### src/rtl/uart_pkg.sv
// Shared definitions for the UART receive path: FSM state encoding and the
// default frame geometry used by both the start detector and the data-bit stage.
package uart_pkg;

  localparam int unsigned OSR_DEFAULT       = 16;
  localparam int unsigned DATA_BITS_DEFAULT = 8;

  typedef enum logic [2:0] {
    ST_IDLE  = 3'd0,
    ST_START = 3'd1,
    ST_DATA  = 3'd2,
    ST_STOP  = 3'd3,
    ST_BREAK = 3'd4
  } rx_state_e;

  // Frame position counter must hold OSR*DATA_BITS-1 while spanning the data bits.
  function automatic int unsigned frame_cnt_width(input int unsigned osr,
                                                  input int unsigned bits);
    return $clog2(osr * bits + 1);
  endfunction

endpackage

### src/rtl/uart_sync.sv
// Metastability synchroniser for the raw RX line; resets to the idle (high)
// level so a reset never looks like a start bit.
module uart_sync #(
  parameter int unsigned STAGES = 2
) (
  input  logic i_clk,
  input  logic i_rst,
  input  logic i_d,
  output logic o_q
);

  logic [STAGES-1:0] sync_q;

  // NOTE: sequential state uses non-blocking assignments so every flop samples
  // the pre-edge value of its neighbour; blocking here would collapse the chain.
  always_ff @(posedge i_clk or negedge i_rst) begin
    if (!i_rst) sync_q <= '1;
    else        sync_q <= {sync_q[STAGES-2:0], i_d};
  end

  assign o_q = sync_q[STAGES-1];

endmodule

### src/rtl/uart_rx_start_detect.sv
// UART receive front end: synchronises RX, generates the oversample tick,
// validates the start bit at mid-bit and follows the frame to its stop bit.
module uart_rx_start_detect
  import uart_pkg::*;
#(
  parameter int unsigned CLK_DIV     = 4,
  parameter int unsigned OSR         = OSR_DEFAULT,
  parameter int unsigned DATA_BITS   = DATA_BITS_DEFAULT,
  parameter int unsigned SYNC_STAGES = 2
) (
  input  logic i_clk,
  input  logic i_rst,
  input  logic i_en,
  input  logic i_rx,
  output logic o_tick,
  output logic o_rx_sync,
  output logic o_start,
  output logic o_busy,
  output logic o_frame_err
);

  localparam int unsigned DIV_W = $clog2(CLK_DIV);
  localparam int unsigned CNT_W = frame_cnt_width(OSR, DATA_BITS);

  localparam logic [DIV_W-1:0] DIV_LAST   = DIV_W'(CLK_DIV - 1);
  localparam logic [CNT_W-1:0] START_MID  = CNT_W'(OSR / 2 - 1);
  localparam logic [CNT_W-1:0] DATA_LAST  = CNT_W'(OSR * DATA_BITS - 1);
  localparam logic [CNT_W-1:0] STOP_MID   = CNT_W'(OSR - 1);

  logic             rx_sync;
  logic             tick;
  logic [DIV_W-1:0] div_cnt_q;
  rx_state_e        state_q, state_d;
  logic [CNT_W-1:0] cnt_q, cnt_d;
  logic             start_pulse;
  logic             frame_err_pulse;

  uart_sync #(.STAGES(SYNC_STAGES)) u_sync (
    .i_clk (i_clk),
    .i_rst (i_rst),
    .i_d   (i_rx),
    .o_q   (rx_sync)
  );

  always_ff @(posedge i_clk or negedge i_rst) begin
    if (!i_rst) begin
      div_cnt_q <= '0;
    end else if (i_en) begin
      div_cnt_q <= (div_cnt_q == DIV_LAST) ? '0 : div_cnt_q + 1'b1;
    end
  end

  assign tick = i_en && (div_cnt_q == DIV_LAST);

  always_ff @(posedge i_clk or negedge i_rst) begin
    if (!i_rst) begin
      state_q <= ST_IDLE;
      cnt_q   <= '0;
    end else begin
      state_q <= state_d;
      cnt_q   <= cnt_d;
    end
  end

  // NOTE: every signal driven here gets a default first, so no path through
  // the case statement can leave it unassigned and infer a latch.
  always_comb begin
    state_d         = state_q;
    cnt_d           = cnt_q;
    start_pulse     = 1'b0;
    frame_err_pulse = 1'b0;
    if (tick) begin
      unique case (state_q)
        ST_IDLE: begin
          if (!rx_sync) begin
            state_d = ST_START;
            cnt_d   = CNT_W'(1);
          end
        end
        ST_START: begin
          // A high sample on any tick, including the mid-bit one, is a glitch.
          if (rx_sync) begin
            state_d = ST_IDLE;
          end else if (cnt_q == START_MID) begin
            start_pulse = 1'b1;
            state_d     = ST_DATA;
            cnt_d       = '0;
          end else begin
            cnt_d = cnt_q + 1'b1;
          end
        end
        ST_DATA: begin
          if (cnt_q == DATA_LAST) begin
            state_d = ST_STOP;
            cnt_d   = '0;
          end else begin
            cnt_d = cnt_q + 1'b1;
          end
        end
        ST_STOP: begin
          if (cnt_q == STOP_MID) begin
            cnt_d = '0;
            if (rx_sync) begin
              state_d = ST_IDLE;
            end else begin
              frame_err_pulse = 1'b1;
              state_d         = ST_BREAK;
            end
          end else begin
            cnt_d = cnt_q + 1'b1;
          end
        end
        ST_BREAK: begin
          // Wait for the line to go idle so a held-low line cannot retrigger.
          if (rx_sync) state_d = ST_IDLE;
        end
        default: begin
          state_d = ST_IDLE;
          cnt_d   = '0;
        end
      endcase
    end
  end

  assign o_tick      = tick;
  assign o_rx_sync   = rx_sync;
  assign o_start     = start_pulse;
  assign o_busy      = (state_q != ST_IDLE);
  assign o_frame_err = frame_err_pulse;

endmodule

### config.mk
export PLATFORM = sky130hd
export DESIGN_NAME = uart_rx_start_detect
export DESIGN_NICKNAME = d
export VERILOG_FILES = /design/src/rtl/uart_pkg.sv /design/src/rtl/uart_sync.sv /design/src/rtl/uart_rx_start_detect.sv
export SDC_FILE = /design/constraint.sdc
export NUM_CORES = 1
export LEC_CHECK = 0
export CAP_MARGIN = 20
export CELL_PAD_IN_SITES_DETAIL_PLACEMENT = 0
export CELL_PAD_IN_SITES_GLOBAL_PLACEMENT = 2
export CORE_UTILIZATION = 38
export DETAILED_ROUTE_END_ITERATION = 16
export PLACE_DENSITY_LB_ADDON = 0.1
export REMOVE_ABC_BUFFERS = 1
export SYNTH_ARGS = -nofsm -noshare
export SYNTH_HDL_FRONTEND = slang
export SYNTH_SLANG_ARGS = --single-unit
### constraint.sdc
create_clock -name i_clk -period 4.5 [get_ports i_clk]
set_input_delay 0.45 -clock i_clk [delete_from_list [all_inputs] [get_ports i_clk]]
set_output_delay 0.45 -clock i_clk [all_outputs]
set_load 0.1 [all_outputs]
# Yosys cells after proc, flatten, opt, wreduce, memory -nomap -nowiden
# Cells that the tools add are included.
# Widths: inputs -> output; s select.
[totals] regBits=15 inputBits=4 output_inout_bits=5 elab_cells=49
[classes] add_sub_neg=2 n_eq_ne=14 mux=23 bitwise=1 reduce_logical=5
[op_table] op="$mux 8" n=5
[op_table] op="$pmux 8 s5" n=1
[op_table] op="$mux 3" n=7
[op_table] op="$pmux 3 s5" n=1
[op_table] op="$add 8x1->8 const B" n=1
[op_table] op="$eq 8x3->1 const B" n=1
[op_table] op="$eq 8x4->1 const B" n=1
[op_table] op="$eq 8x7->1 const B" n=1
[op_table] op="$mux 1" n=8
[op_table] op="$ne 2x2->1 const B" n=4
[op_table] op="$eq 3x2->1 const B" n=2
[op_table] op="$reduce_and 6->1" n=1
[op_table] op="$reduce_and 4->1" n=1
[op_table] op="$eq 3x1->1 const B" n=1
[op_table] op="$eq 3x3->1 const B" n=1
[op_table] op="$logic_not 3->1" n=1
[op_table] op="$ne 3x2->1 const B" n=1
[op_table] op="$reduce_bool 3->1" n=1
[op_table] op="$add 2x1->2 const B" n=1
[op_table] op="$eq 2x2->1 const B" n=1
[op_table] op="$mux 2" n=1
[op_table] op="$ne 2x1->1 const B" n=1
[op_table] op="$logic_and 1x1->1" n=1
[op_table] op="$not 1->1" n=1

# Depth between registers and ports, before layout
[depth] depth_word=5 mapped_depth=6 ltp_nobuf=6

# Hierarchy
# Synthesis repeated with hierarchy kept, for this count alone.
[unflattened] cells_unflattened=95 area_unflattened_um2=898.4
[modules_own_cells] module="uart_rx_start_detect" n_inst=1 cells_each=93 area_per_inst_um2=845.8 seq_area_each_um2=325.3
[modules_own_cells] module="uart_sync" n_inst=1 cells_each=2 area_per_inst_um2=52.6 seq_area_each_um2=52.6

# Worst setup path before layout
# Ideal clock, no wire load.
[synth_timing] path_type="reg2out" from="register state_q[2]" to="output port o_frame_err" arrival_ns=1.791 required_time_ns=4.050 slack_ns=2.259 path_stages_with_launch=5 path_buffers=0 path_cell_list="dfrtp_1 nand2b_2 or2_1 nor2_1 and4_1"
[synth_between] elab_chain_len=3
[synth_lines] element="start: declaration" line_no="uart_rx_start_detect.sv:33" source="rx_state_e state_q, state_d;"
[synth_lines] element="start signal: assignment" line_no="uart_rx_start_detect.sv:60" source="state_q <= state_d;"
[synth_lines] element="$eq 3x2->1" line_no="uart_rx_start_detect.sv:73" source="unique case (state_q)"
[synth_lines] element="$mux 1" line_no="uart_rx_start_detect.sv:73"
[synth_lines] element="$mux 1" line_no="uart_rx_start_detect.sv:72" source="if (tick) begin"
[synth_lines] element="end: declaration" line_no="uart_rx_start_detect.sv:19" source="output logic o_frame_err"
# No other way between the ends.

# Worst setup path in the final report
# Same ends and word-level chain as after synthesis.

==> run metrics <==
most frequent cell after synthesis dfrtp_1; Final Routed Wirelength 1760 microns; number of port buffers 8; Critical Path End Type output port; total core area 2230 sq um; Die ar. 2570 sq um; crit-path max FO 7; Yosys cell types 42; FMAX 319 MHz; diode count 0; Overall Global Routing Usage 17.0%; Post-Synth Adder-Cell Area 2.77%; Worst-path clk slew 0.09 ns; Post-Synth Simple-Gate Area 26.2%; CTS tree built; Synth Area in Compound Gates 23.9%; clock skew 0.00507 ns; main combinational cell family by area after synthesis simple AND/OR/NAND/NOR gates; first-pass GRT wire length 3220 microns; period utilisation layout 69.7%; CTS-repair resized insts 0; pin count of the biggest net entering global routing 16; global route total overflow 0; footprint of the multi-input gates 509 sq um; Seq/Total Area, Yosys 41.9%; area leader, netlist dfrtp_1; sequential share of power 39.8%; Layout area overhead 15.4%; Slew @ Worst Pin 0.966 ns; vias 709; Int Power 305 uW; vias in the first global route 693; Synth Area in XOR/XNOR 0%; synthesized area 902 sq um; setup slack after layout 1.36 ns; RSZ-0062 raised after global routing false; WP data required 4.05 ns; DRC viols 0; Synth top area share 36.1%; max-slew violations 0; Sw Pwr 245 uW; Tmin final 3.14 ns; VDD IR max 0.000305 V; most common flop cell mapped by yosys dfrtp_1; leakage 0.433 nW; placement-stage worst setup slack 1.45 ns; Slew HR 35.4%; fill count 228; flops & latches, synth 15; Die Height 50.7 microns; die extent in x 50.7 microns; row count 17; Avg Cell Area, Syn 10.5 sq um; Post-synth EDFFs 0; setup bufs post-CTS 0; num ports 9; layout cells sized above 1 15.5%; post-synthesis cell count 86; Hold Crit Class flip-flop to flip-flop; RePlAce Congestion 0.756; initial antenna violation count 0; fraction of power spent switching nets 44.5%; yosys warns 0; ranking of synthesized cells by area dfrtp_1 36%, dfstp_2 5.8%, a22o_1 3.9%; clock tree root driver cell clkbuf_4; # clock sinks 15; Hold-fix buffers, CTS 0; Seq. cell area 378 sq um; startpoint type of the worst setup path flip-flop; clk_lat worst skew 0.28 ns; final number of hold-violating endpoints 0; maxcap violations 0; setup tns final 0 ns; Final #Nets 104; Comb power frac 46.5%; H-tree Lvls 1; Avg Vias per Cell 5.67; Worst EP arrival 2.69 ns; Synth top cells by count 13 x dfrtp_1, 7 x o21ai_1, 5 x nor2b_1; Final setup viols 0; Max clock buf depth 2; Detail Route Antenna Nets 0; post-detail-place hpwl 1320 microns; type of the worst setup path flip-flop to output port; Final Core Density 46.6%; Pre-antenna DRT Iters 4; outcome finished clean; CTS buffer count 3; P per Cell Area 529 nW/um^2; mux cell area share after synthesis 3.61%; initial core utilization 40.4%; Routed wire per std cell 14.1 microns; clock group share of total power 13.7%; DR iter-0 viols 8; Post-synth ARST share 100%
worst paths after layout:
| path | from | to | slack [ns] | cells after the start |
|---|---|---|---|---|
| min in group asynchronous | i_rst | state_q[1]$_DFFE_PN0P_ | 0.58 | 1 |
| setup reg to reg | cnt_q[0]$_DFFE_PN0P_ | cnt_q[7]$_DFFE_PN0P_ | 2.60 | 6 |
| hold reg to reg | u_sync.sync_q[0]$_DFF_PN1_ | u_sync.sync_q[1]$_DFF_PN1_ | 0.36 | 0 |
| setup / recovery | state_q[2]$_DFFE_PN0P_ | o_frame_err | 1.36 | 5 |
| hold / removal | u_sync.sync_q[0]$_DFF_PN1_ | u_sync.sync_q[1]$_DFF_PN1_ | 0.36 | 0 |
| max in group asynchronous | i_rst | cnt_q[3]$_DFFE_PN0P_ | 3.49 | 1 |
routing by layer:
| metal | share of wire [%] | up-vias | global-route usage, % |
|---|---|---|---|
| li1 | - | 352 | - |
| met5 | 0 | - | 0 |
| met1 | 53 | 349 | 24.1 |
| met4 | 0.91 | 0 | 6.94 |
| met3 | 2.0 | 2 | 3.64 |
| met2 | 44 | 6 | 24.9 |
placed cells by master (no fill, tap or decap), types with 2 or more instances in the layout:
cell	n
a211oi_1	2
a21o_1	2
a21oi_1	2
a22o_1	4
and3_1	3
and4_1	3
clkbuf_4	3
clkdlybuf4s50_1	8
dfrtp_1	13
dfstp_2	2
ha_1	2
inv_1	2
nand2_1	4
nand3_1	2
nor2_1	4
nor2b_1	5
o21a_1	2
o21ai_0	2
o21ai_1	7
through the flow:
stage / total power [mW] / cell area (sq um) / hold slack, ns / cells
6_report: 0.550 / 1040 / 0.363 / 125
5_1_grt: 0.602 / 1040 / 0.369 / 125
4_1_cts: 0.562 / 1040 / 0.366 / 125
3_5_place_dp: 0.481 / 1010 / 0.351 / 121
3_3_place_gp: 0.476 / 1010 / 0.346 / 121
2_1_floorplan: 0.418 / 898 / 0.154 / 85
sequential cells by signal, indices dropped and copies added (netlist names):
name and cells:
u_sync.sync_q 2, state_q 3, cnt_q 8, div_cnt_q 2
layout make-up:
type	count	share of cell area [%]
multi-input combinational	67	48.9
inverter	3	1.08
clock inverter	1	0.481
sequential	15	36.3
timing repair buffer	8	7.69
tap	28	3.37
clock buffer	3	2.16
worst max-delay path, stage by stage (launching register included):
cell and delay (ns):
dfrtp_1 0.46, nand2b_2 0.25, or2_1 0.26, nor2_1 0.12
and4_1 0.20, clkdlybuf4s50_1 1.13
cells by family after synthesis:
family          Yosys count
simple gates             34
compound gates           28
flops                    15
buf+inv                   4
mux                       3
fa+ha+maj                 2
power groups by stage:
stage	Sequential (mW)	Clock [mW]	Combinational [mW]
after global placement	0.221	0	0.255
after CTS	0.219	0.0816	0.261
after global routing	0.227	0.0875	0.288
final	0.219	0.0756	0.256
after detailed placement	0.222	0	0.259
after floorplan	0.213	0	0.205
(Power assumes the default switching activity.)
